## src/rtl/assoc_mem_dist_accum_if.sv

```systemverilog
// Interface bundling the control, streaming and result signals of
// assoc_mem_dist_accum.
//   master : the chunk source / result consumer (drives start, num_classes,
//            query_chunk, class_chunk, in_valid)
//   slave  : the accumulator (drives in_ready, chunk_idx, class_idx, busy,
//            dist_valid, dist_regs)
interface assoc_mem_dist_accum_if #(
  parameter int unsigned ChunkWidth = 128,
  parameter int unsigned NumChunks  = 4,
  parameter int unsigned NumClasses = 32,
  parameter int unsigned DistWidth  = 16
);
  localparam int unsigned ClsW = (NumClasses > 1) ? $clog2(NumClasses) : 1;
  localparam int unsigned NumW = $clog2(NumClasses) + 1;
  localparam int unsigned ChkW = (NumChunks > 1) ? $clog2(NumChunks) : 1;

  logic                                   start;
  logic [NumW-1:0]                        num_classes;
  logic [ChunkWidth-1:0]                  query_chunk;
  logic [ChunkWidth-1:0]                  class_chunk;
  logic                                   in_valid;
  logic                                   in_ready;
  logic [ChkW-1:0]                        chunk_idx;
  logic [ClsW-1:0]                        class_idx;
  logic                                   busy;
  logic                                   dist_valid;
  logic [NumClasses-1:0][DistWidth-1:0]   dist_regs;

  modport master (
    output start, num_classes, query_chunk, class_chunk, in_valid,
    input  in_ready, chunk_idx, class_idx, busy, dist_valid, dist_regs
  );

  modport slave (
    input  start, num_classes, query_chunk, class_chunk, in_valid,
    output in_ready, chunk_idx, class_idx, busy, dist_valid, dist_regs
  );
endinterface

```

## src/rtl/assoc_mem_dist_accum.sv

```systemverilog
// Streaming Hamming-distance accumulator feeding the associative-memory
// min-search tree. For every accepted chunk pair it adds
// popcount(query ^ class) to a running sum; on the last chunk of a class the
// sum is written to that class's distance register.
//
// Ports:
//   clk_i  : clock
//   rst_i  : asynchronous reset, active-high
//   bus    : assoc_mem_dist_accum_if.slave (start/num_classes control, chunk
//            stream with valid/ready, chunk/class index hints, busy,
//            dist_valid and the packed distance array)
//
// Build option: define ASSOC_DIST_POPCNT_PIPE_EN to register the popcount
// (plus last-chunk / class tags) before the accumulator. This adds the DRAIN
// state and one cycle of result latency; throughput is unchanged.
module assoc_mem_dist_accum #(
  parameter int unsigned ChunkWidth = 128,
  parameter int unsigned NumChunks  = 4,
  parameter int unsigned NumClasses = 32,
  parameter int unsigned DistWidth  = 16
) (
  input logic                   clk_i,
  input logic                   rst_i,
  assoc_mem_dist_accum_if.slave bus
);
  localparam int unsigned ClsW = (NumClasses > 1) ? $clog2(NumClasses) : 1;
  localparam int unsigned NumW = $clog2(NumClasses) + 1;
  localparam int unsigned ChkW = (NumChunks > 1) ? $clog2(NumChunks) : 1;

  typedef enum logic [1:0] {
    IDLE  = 2'd0,
    RUN   = 2'd1,
    DRAIN = 2'd2,
    DONE  = 2'd3
  } state_t;

  state_t state, state_next;

  logic [NumW-1:0]                      n_cls;
  logic [NumW-1:0]                      n_cls_clamped;
  logic [ChkW-1:0]                      chunk_idx;
  logic [ClsW-1:0]                      class_idx;
  logic [DistWidth-1:0]                 acc;
  logic [NumClasses-1:0][DistWidth-1:0] dist_regs;
  logic                                 dist_valid;

  logic                 start_ok;
  logic                 xfer;
  logic                 last_chunk;
  logic                 last_class;
  logic [DistWidth-1:0] pop;

`ifdef ASSOC_DIST_POPCNT_PIPE_EN
  logic                 pipe_valid;
  logic [DistWidth-1:0] pipe_pop;
  logic                 pipe_last;
  logic [ClsW-1:0]      pipe_cls;
`endif

  function automatic logic [DistWidth-1:0] popcount(input logic [ChunkWidth-1:0] v);
    logic [DistWidth-1:0] cnt;
    cnt = '0;
    for (int unsigned i = 0; i < ChunkWidth; i++) begin
      cnt = cnt + DistWidth'(v[i]);
    end
    return cnt;
  endfunction

  always_comb begin
    start_ok   = bus.start && ((state == IDLE) || (state == DONE));
    xfer       = bus.in_valid && (state == RUN);
    pop        = popcount(bus.query_chunk ^ bus.class_chunk);
    last_chunk = (chunk_idx == ChkW'(NumChunks - 1));
    last_class = ({1'b0, class_idx} == (n_cls - NumW'(1)));
    if ((bus.num_classes == '0) || (bus.num_classes > NumW'(NumClasses))) begin
      n_cls_clamped = NumW'(NumClasses);
    end else begin
      n_cls_clamped = bus.num_classes;
    end
  end

  // Next-state logic and state-decoded outputs.
  always_comb begin
    state_next   = state;
    bus.in_ready = 1'b0;
    bus.busy     = 1'b0;
    case (state)
      IDLE: begin
        if (bus.start) state_next = RUN;
      end
      RUN: begin
        bus.in_ready = 1'b1;
        bus.busy     = 1'b1;
        if (xfer && last_chunk && last_class) begin
`ifdef ASSOC_DIST_POPCNT_PIPE_EN
          state_next = DRAIN;
`else
          state_next = DONE;
`endif
        end
      end
      DRAIN: begin
        bus.busy   = 1'b1;
        state_next = DONE;
      end
      DONE: begin
        if (bus.start) state_next = RUN;
      end
      default: state_next = IDLE;
    endcase
  end

  always_ff @(posedge clk_i or posedge rst_i) begin
    if (rst_i) begin
      state <= IDLE;
    end else begin
      state <= state_next;
    end
  end

  always_ff @(posedge clk_i or posedge rst_i) begin
    if (rst_i) begin
      n_cls      <= NumW'(NumClasses);
      chunk_idx  <= '0;
      class_idx  <= '0;
      acc        <= '0;
      dist_regs  <= '1;
      dist_valid <= 1'b0;
`ifdef ASSOC_DIST_POPCNT_PIPE_EN
      pipe_valid <= 1'b0;
      pipe_pop   <= '0;
      pipe_last  <= 1'b0;
      pipe_cls   <= '0;
`endif
    end else begin
      // Valid lags entry into DONE by one edge and drops on the start edge.
      dist_valid <= (state == DONE) && !bus.start;

      if (start_ok) begin
        n_cls     <= n_cls_clamped;
        chunk_idx <= '0;
        class_idx <= '0;
        acc       <= '0;
        dist_regs <= '1;
`ifdef ASSOC_DIST_POPCNT_PIPE_EN
        pipe_valid <= 1'b0;
`endif
      end else begin
        // Stream position advances at the handshake in both builds.
        if (xfer) begin
          if (last_chunk) begin
            chunk_idx <= '0;
            class_idx <= class_idx + ClsW'(1);
          end else begin
            chunk_idx <= chunk_idx + ChkW'(1);
          end
        end

`ifdef ASSOC_DIST_POPCNT_PIPE_EN
        // Accumulate from the registered popcount one cycle behind the
        // handshake; the tags carried with it select the destination.
        pipe_valid <= xfer;
        if (xfer) begin
          pipe_pop  <= pop;
          pipe_last <= last_chunk;
          pipe_cls  <= class_idx;
        end
        if (pipe_valid) begin
          if (pipe_last) begin
            dist_regs[pipe_cls] <= acc + pipe_pop;
            acc                 <= '0;
          end else begin
            acc <= acc + pipe_pop;
          end
        end
`else
        if (xfer) begin
          if (last_chunk) begin
            dist_regs[class_idx] <= acc + pop;
            acc                  <= '0;
          end else begin
            acc <= acc + pop;
          end
        end
`endif
      end
    end
  end

  assign bus.chunk_idx  = chunk_idx;
  assign bus.class_idx  = class_idx;
  assign bus.dist_valid = dist_valid;
  assign bus.dist_regs  = dist_regs;

endmodule

```

## src/flat_wrapper.sv

```systemverilog
// flat-port wrapper written by rule: the top's interface ports become plain ports
module assoc_mem_dist_accum_flat 
#(
  parameter int unsigned ChunkWidth = 128,
  parameter int unsigned NumChunks  = 4,
  parameter int unsigned NumClasses = 32,
  parameter int unsigned DistWidth  = 16
)
  (clk_i, rst_i, bus_start, bus_num_classes, bus_query_chunk, bus_class_chunk, bus_in_valid, bus_in_ready, bus_chunk_idx, bus_class_idx, bus_busy, bus_dist_valid, bus_dist_regs);
  assoc_mem_dist_accum_if #(.ChunkWidth(ChunkWidth), .NumChunks(NumChunks), .NumClasses(NumClasses), .DistWidth(DistWidth)) bus_i ();
  input logic clk_i;
  input logic rst_i;
  input wire logic [$bits(bus_i.start)-1:0] bus_start;
  input wire logic [$bits(bus_i.num_classes)-1:0] bus_num_classes;
  input wire logic [$bits(bus_i.query_chunk)-1:0] bus_query_chunk;
  input wire logic [$bits(bus_i.class_chunk)-1:0] bus_class_chunk;
  input wire logic [$bits(bus_i.in_valid)-1:0] bus_in_valid;
  output wire logic [$bits(bus_i.in_ready)-1:0] bus_in_ready;
  output wire logic [$bits(bus_i.chunk_idx)-1:0] bus_chunk_idx;
  output wire logic [$bits(bus_i.class_idx)-1:0] bus_class_idx;
  output wire logic [$bits(bus_i.busy)-1:0] bus_busy;
  output wire logic [$bits(bus_i.dist_valid)-1:0] bus_dist_valid;
  output wire logic [$bits(bus_i.dist_regs)-1:0] bus_dist_regs;
  assign bus_i.start = bus_start;
  assign bus_i.num_classes = bus_num_classes;
  assign bus_i.query_chunk = bus_query_chunk;
  assign bus_i.class_chunk = bus_class_chunk;
  assign bus_i.in_valid = bus_in_valid;
  assign bus_in_ready = bus_i.in_ready;
  assign bus_chunk_idx = bus_i.chunk_idx;
  assign bus_class_idx = bus_i.class_idx;
  assign bus_busy = bus_i.busy;
  assign bus_dist_valid = bus_i.dist_valid;
  assign bus_dist_regs = bus_i.dist_regs;
  assoc_mem_dist_accum #(.ChunkWidth(ChunkWidth), .NumChunks(NumChunks), .NumClasses(NumClasses), .DistWidth(DistWidth)) u_core (.clk_i(clk_i), .rst_i(rst_i), .bus(bus_i));
endmodule
```

## config.mk

```make
export PLATFORM = sky130hd
export DESIGN_NAME = assoc_mem_dist_accum_flat
export DESIGN_NICKNAME = d
export VERILOG_FILES = /design/src/rtl/assoc_mem_dist_accum_if.sv /design/src/rtl/assoc_mem_dist_accum.sv /design/src/flat_wrapper.sv
export SDC_FILE = /design/constraint.sdc
export NUM_CORES = 1
export LEC_CHECK = 0
export ABC_AREA = 1
export CORE_AREA = 2 2 305 307
export CTS_CLUSTER_DIAMETER = 50
export DETAILED_ROUTE_END_ITERATION = 10
export DIE_AREA = 0 0 307 309
export DONT_BUFFER_PORTS = 1
export PLACE_DENSITY = 0.48
export REMOVE_ABC_BUFFERS = 1
export SLEW_MARGIN = 20
export SYNTH_ARGS = -nofsm -noshare
export SYNTH_HDL_FRONTEND = slang
export SYNTH_SLANG_ARGS = --single-unit
```

## constraint.sdc

```tcl
create_clock -name clk_i -period 25.5 [get_ports clk_i]
set_input_delay 2.55 -clock clk_i [delete_from_list [all_inputs] [get_ports clk_i]]
set_output_delay 2.55 -clock clk_i [all_outputs]
set_load 0.1 [all_outputs]
```

==> qor.log <==
[run_status] result of the run completed
[critical_path] Setup Crit Path Kind in -> reg
[final_layout] post-layout net count 3041
[critical_path] critical path's largest stage delay 0.84 ns
[placed_design] DP Worst Slack 14.53 ns
[logic_synthesis] combined area of all synthesized cells 27360 um^2
[logic_synthesis] xor/xnor share of the synthesized area 4.381%
[global_route] GRT Resource Usage Total 20.72%
[critical_path] required time at the worst-slack endpoint 26.02 ns
[final_layout] final core area utilization 34.03%
[clock_network] number of buffers inserted during clock tree synthesis 78
[clock_network] root buffer cell clkbuf_16
[logic_synthesis] Post-synth top cells dfstp_2, a21oi_1, nor2_1
[clock_network] clock tree from TritonCTS yes
[clock_network] TritonCTS Sinks 544
[placed_design] placed wire-length estimate after detailed placement 72600 um
[timing] count of endpoints failing setup in the final report 0
[critical_path] critical-path cell with the highest stage delay xor2_4
[logic_synthesis] compound-cell area share of the yosys netlist 10.72%
[logic_synthesis] sequential cell area fraction in the yosys report 52.10%
[logic_synthesis] top cell type's share of synthesized area 49.26%
[critical_path] crit path capture type flip-flop
[timing] worst-case headroom to the max-slew limit 24.18%
[timing] Fmax achieved 98.41 MHz
[logic_synthesis] cell with the most instances after synthesis dfstp_2
[logic_synthesis] Yosys warning total 0
[global_route] sum of overflow across all layers after global routing 0
[timing] hold violation total from the final report 0
[timing] number of max-slew violations in the final report 0
[clock_network] worst skew pair latency 0.65 ns
[logic_synthesis] post-synthesis share of cell area spent on full adders, half adders and majority gates 11.58%
[floorplanning] overall die area 94860 um^2
[logic_synthesis] multiplexer share of the synthesized area 0%
[timing] final cycle utilization of the critical path 39.85%
[timing] final-layout setup total negative slack 0 ns
[logic_synthesis] cell types occupying the most area after synthesis dfstp_2, fa_1, a21oi_1, nor2_1, ha_1
[clock_network] Clock Path Buffers 3
[final_layout] fraction of layout instances using a drive strength above 1 33.36%
[final_layout] area added between synthesis and finish 13.65%
[timing] post-route minimum period 10.16 ns
[logic_synthesis] Async S/R FF share, synth 100.0%
[critical_path] element type at the critical path start primary input
[logic_synthesis] combinational family with the most area after synthesis simple AND/OR/NAND/NOR gates
[clock_network] number of H-tree levels 3
[clock_network] post-cts repair resize count 0
[drt] ratio of routed vias to standard cells 4.971
[global_route] global-route wire length before repair 143100 um
[global_route] via count of the first global-routing pass 20040
[logic_synthesis] Post-synth EDFFs 0
[placed_design] post-placement cell count 3698
[floorplanning] Die X-Extent 307 um
[logic_synthesis] commonest register cell after synthesis dfstp_2
[clock_network] number of setup buffers added after CTS 0
[floorplanning] count of standard-cell rows 111
[timing] Setup WS post-layout 15.34 ns
[placed_design] IO Port Bufs 0
[logic_synthesis] area fraction in and, or, nand and nor cells after synthesis 14.90%
[floorplanning] I/O pin count 788
[timing] transition time at the pin with the least slew margin 1.129 ns
[placed_design] placer's final routability congestion estimate 0.9904
[logic_synthesis] Distinct cells, synth 41
[drt] routed length per instance 26.01 um
[critical_path] worst-path cell chain xnor2_1, fa_1, fa_1, fa_1, inv_1, fa_1, fa_1, inv_1, fa_1, fa_1, fa_1, fa_1, inv_1, fa_1, ha_1, fa_1, nand3_1, nand2_1, nand2_1, nand2_1, xor2_4, buf_4, a21oi_1
[logic_synthesis] Post-Synthesis Cells 2615
[global_route] number of antenna violations at the first check in global routing 11
[hold_path] hold crit path type reg -> reg
[drt] detailed-route DRC error count 0
[final_layout] Cell Count, Final, Fillers Out 3843
[floorplanning] Starting Density 29.94%
[critical_path] Most common cell on crit path fa_1
[logic_synthesis] largest area contributor in the netlist dfstp_2
[timing] setup repair after global routing missed its margin no
[timing] worst clock skew 0.04587 ns
[critical_path] highest fanout seen on the critical path 17
[clock_network] clock-pin slew on the worst setup and hold paths 0.06 ns
[drt] wire length reported by the detailed router 99950 um
[logic_synthesis] mean cell area of the mapped netlist 10.46 um^2
[run] max-capacitance violation count 0
[critical_path] arrival time of data at the critical path endpoint 10.68 ns
[drt] total number of vias 19100
[drt] Initial DRT Pass Iterations 5
[floorplanning] CORE AREA 91390 um^2
[floorplanning] vertical die dimension 309 um
[logic_synthesis] FF+latch count, synth 544
[drt] remaining number of nets flagged by the antenna check after routing 0
[clock_network] CTS Hold Bufs 0
[global_route] pin count of the biggest net entering global routing 168
[drt] number of DRC violations after detailed-routing iteration 0 1374
[logic make-up after synthesis]
logic type      Yosys count
fa+ha+maj               183
buf+inv                 349
simple gates            849
flops                   544
compound gates          554
xor+xnor                136
[critical path: cells and delay by family]
family	cells	cell delay, ns
adders and majority gates	12	5.70
xor gates and xnor gates	2	1.26
buffers and inverters	4	0.61
and+or+nand+nor	4	0.43
AOI/OAI and AO/OA	1	0.12
[registers in the layout, indices dropped and copies added (netlist names)]
| signal | count |
|---|---|
| u_core.bus.class_idx | 5 |
| u_core.bus.chunk_idx | 2 |
| u_core.state | 2 |
| u_core.bus.dist_regs | 512 |
| u_core.bus.dist_valid | 1 |
| u_core.n_cls | 6 |
| u_core.acc | 16 |
[metrics by stage]
stage,hold slack [ns],area (um^2)
final,0.4890,31100
after global routing,0.5251,31100
after CTS,0.4950,31090
after detailed placement,0.4832,28360
after global placement,0.4740,28340
after floorplan,0.4594,26400
[routing by layer]
metal | GRT usage (%) | vias to the layer above | routed length, um | share of wire, %
met4 | 7.442 | 12 | 2910 | 2.9
met1 | 25.15 | 9715 | 38980 | 39
li1 | - | 8404 | - | -
met5 | 0 | - | 68 | 0.068
met3 | 7.879 | 180 | 10130 | 10
met2 | 33.57 | 793 | 47860 | 48
[layout by cell type, fill, tap and decap left out, drive strengths merged]
master and instances:
fa 117, nor2 480, xor2 69, nand3 86, nand2 210, dfstp 513
nand3b 5, bufinv 6, o21ai 53, buf 41, diode 1, ha 66
inv 219, or2 1, o22ai 3, nand4 5, a22oi 1, nor3 50
a21oi 495, clkbuf 99, o21a 1, clkinv 21, nor4 12, dfrtp 31
clkinvlp 4, o21bai 1, xnor2 67
[path summary, 6_finish.rpt]
check	startpoint	end	slack, ns	cells after the start
min in group asynchronous	rst_i	u_core.bus.chunk_idx[0]	1.92	1
setup / recovery	bus_class_chunk[96]	u_core.bus.dist_regs[70]	15.34	23
setup reg to reg	u_core.acc[1]	u_core.bus.dist_regs[70]	18.23	20
hold / removal	u_core.acc[4]	u_core.acc[4]	0.49	2
max in group asynchronous	rst_i	u_core.bus.dist_regs[168]	21.49	3
hold reg to reg	u_core.acc[4]	u_core.acc[4]	0.49	2
[cell type report]
class	instances	area [um^2]
Fill cell	9217	60290
Clock inverter	45	594.3
Sequential cell	544	14250
Antenna cell	1	2.502
Inverter	205	784.5
Multi-Input combinational cell	1722	11510
Tap cell	1186	1484
Clock buffer	99	2132
Timing Repair Buffer	41	331.6
Power is not shown: default switching activity piles up to over one toggle a cycle in this logic, so the estimate is an artifact.
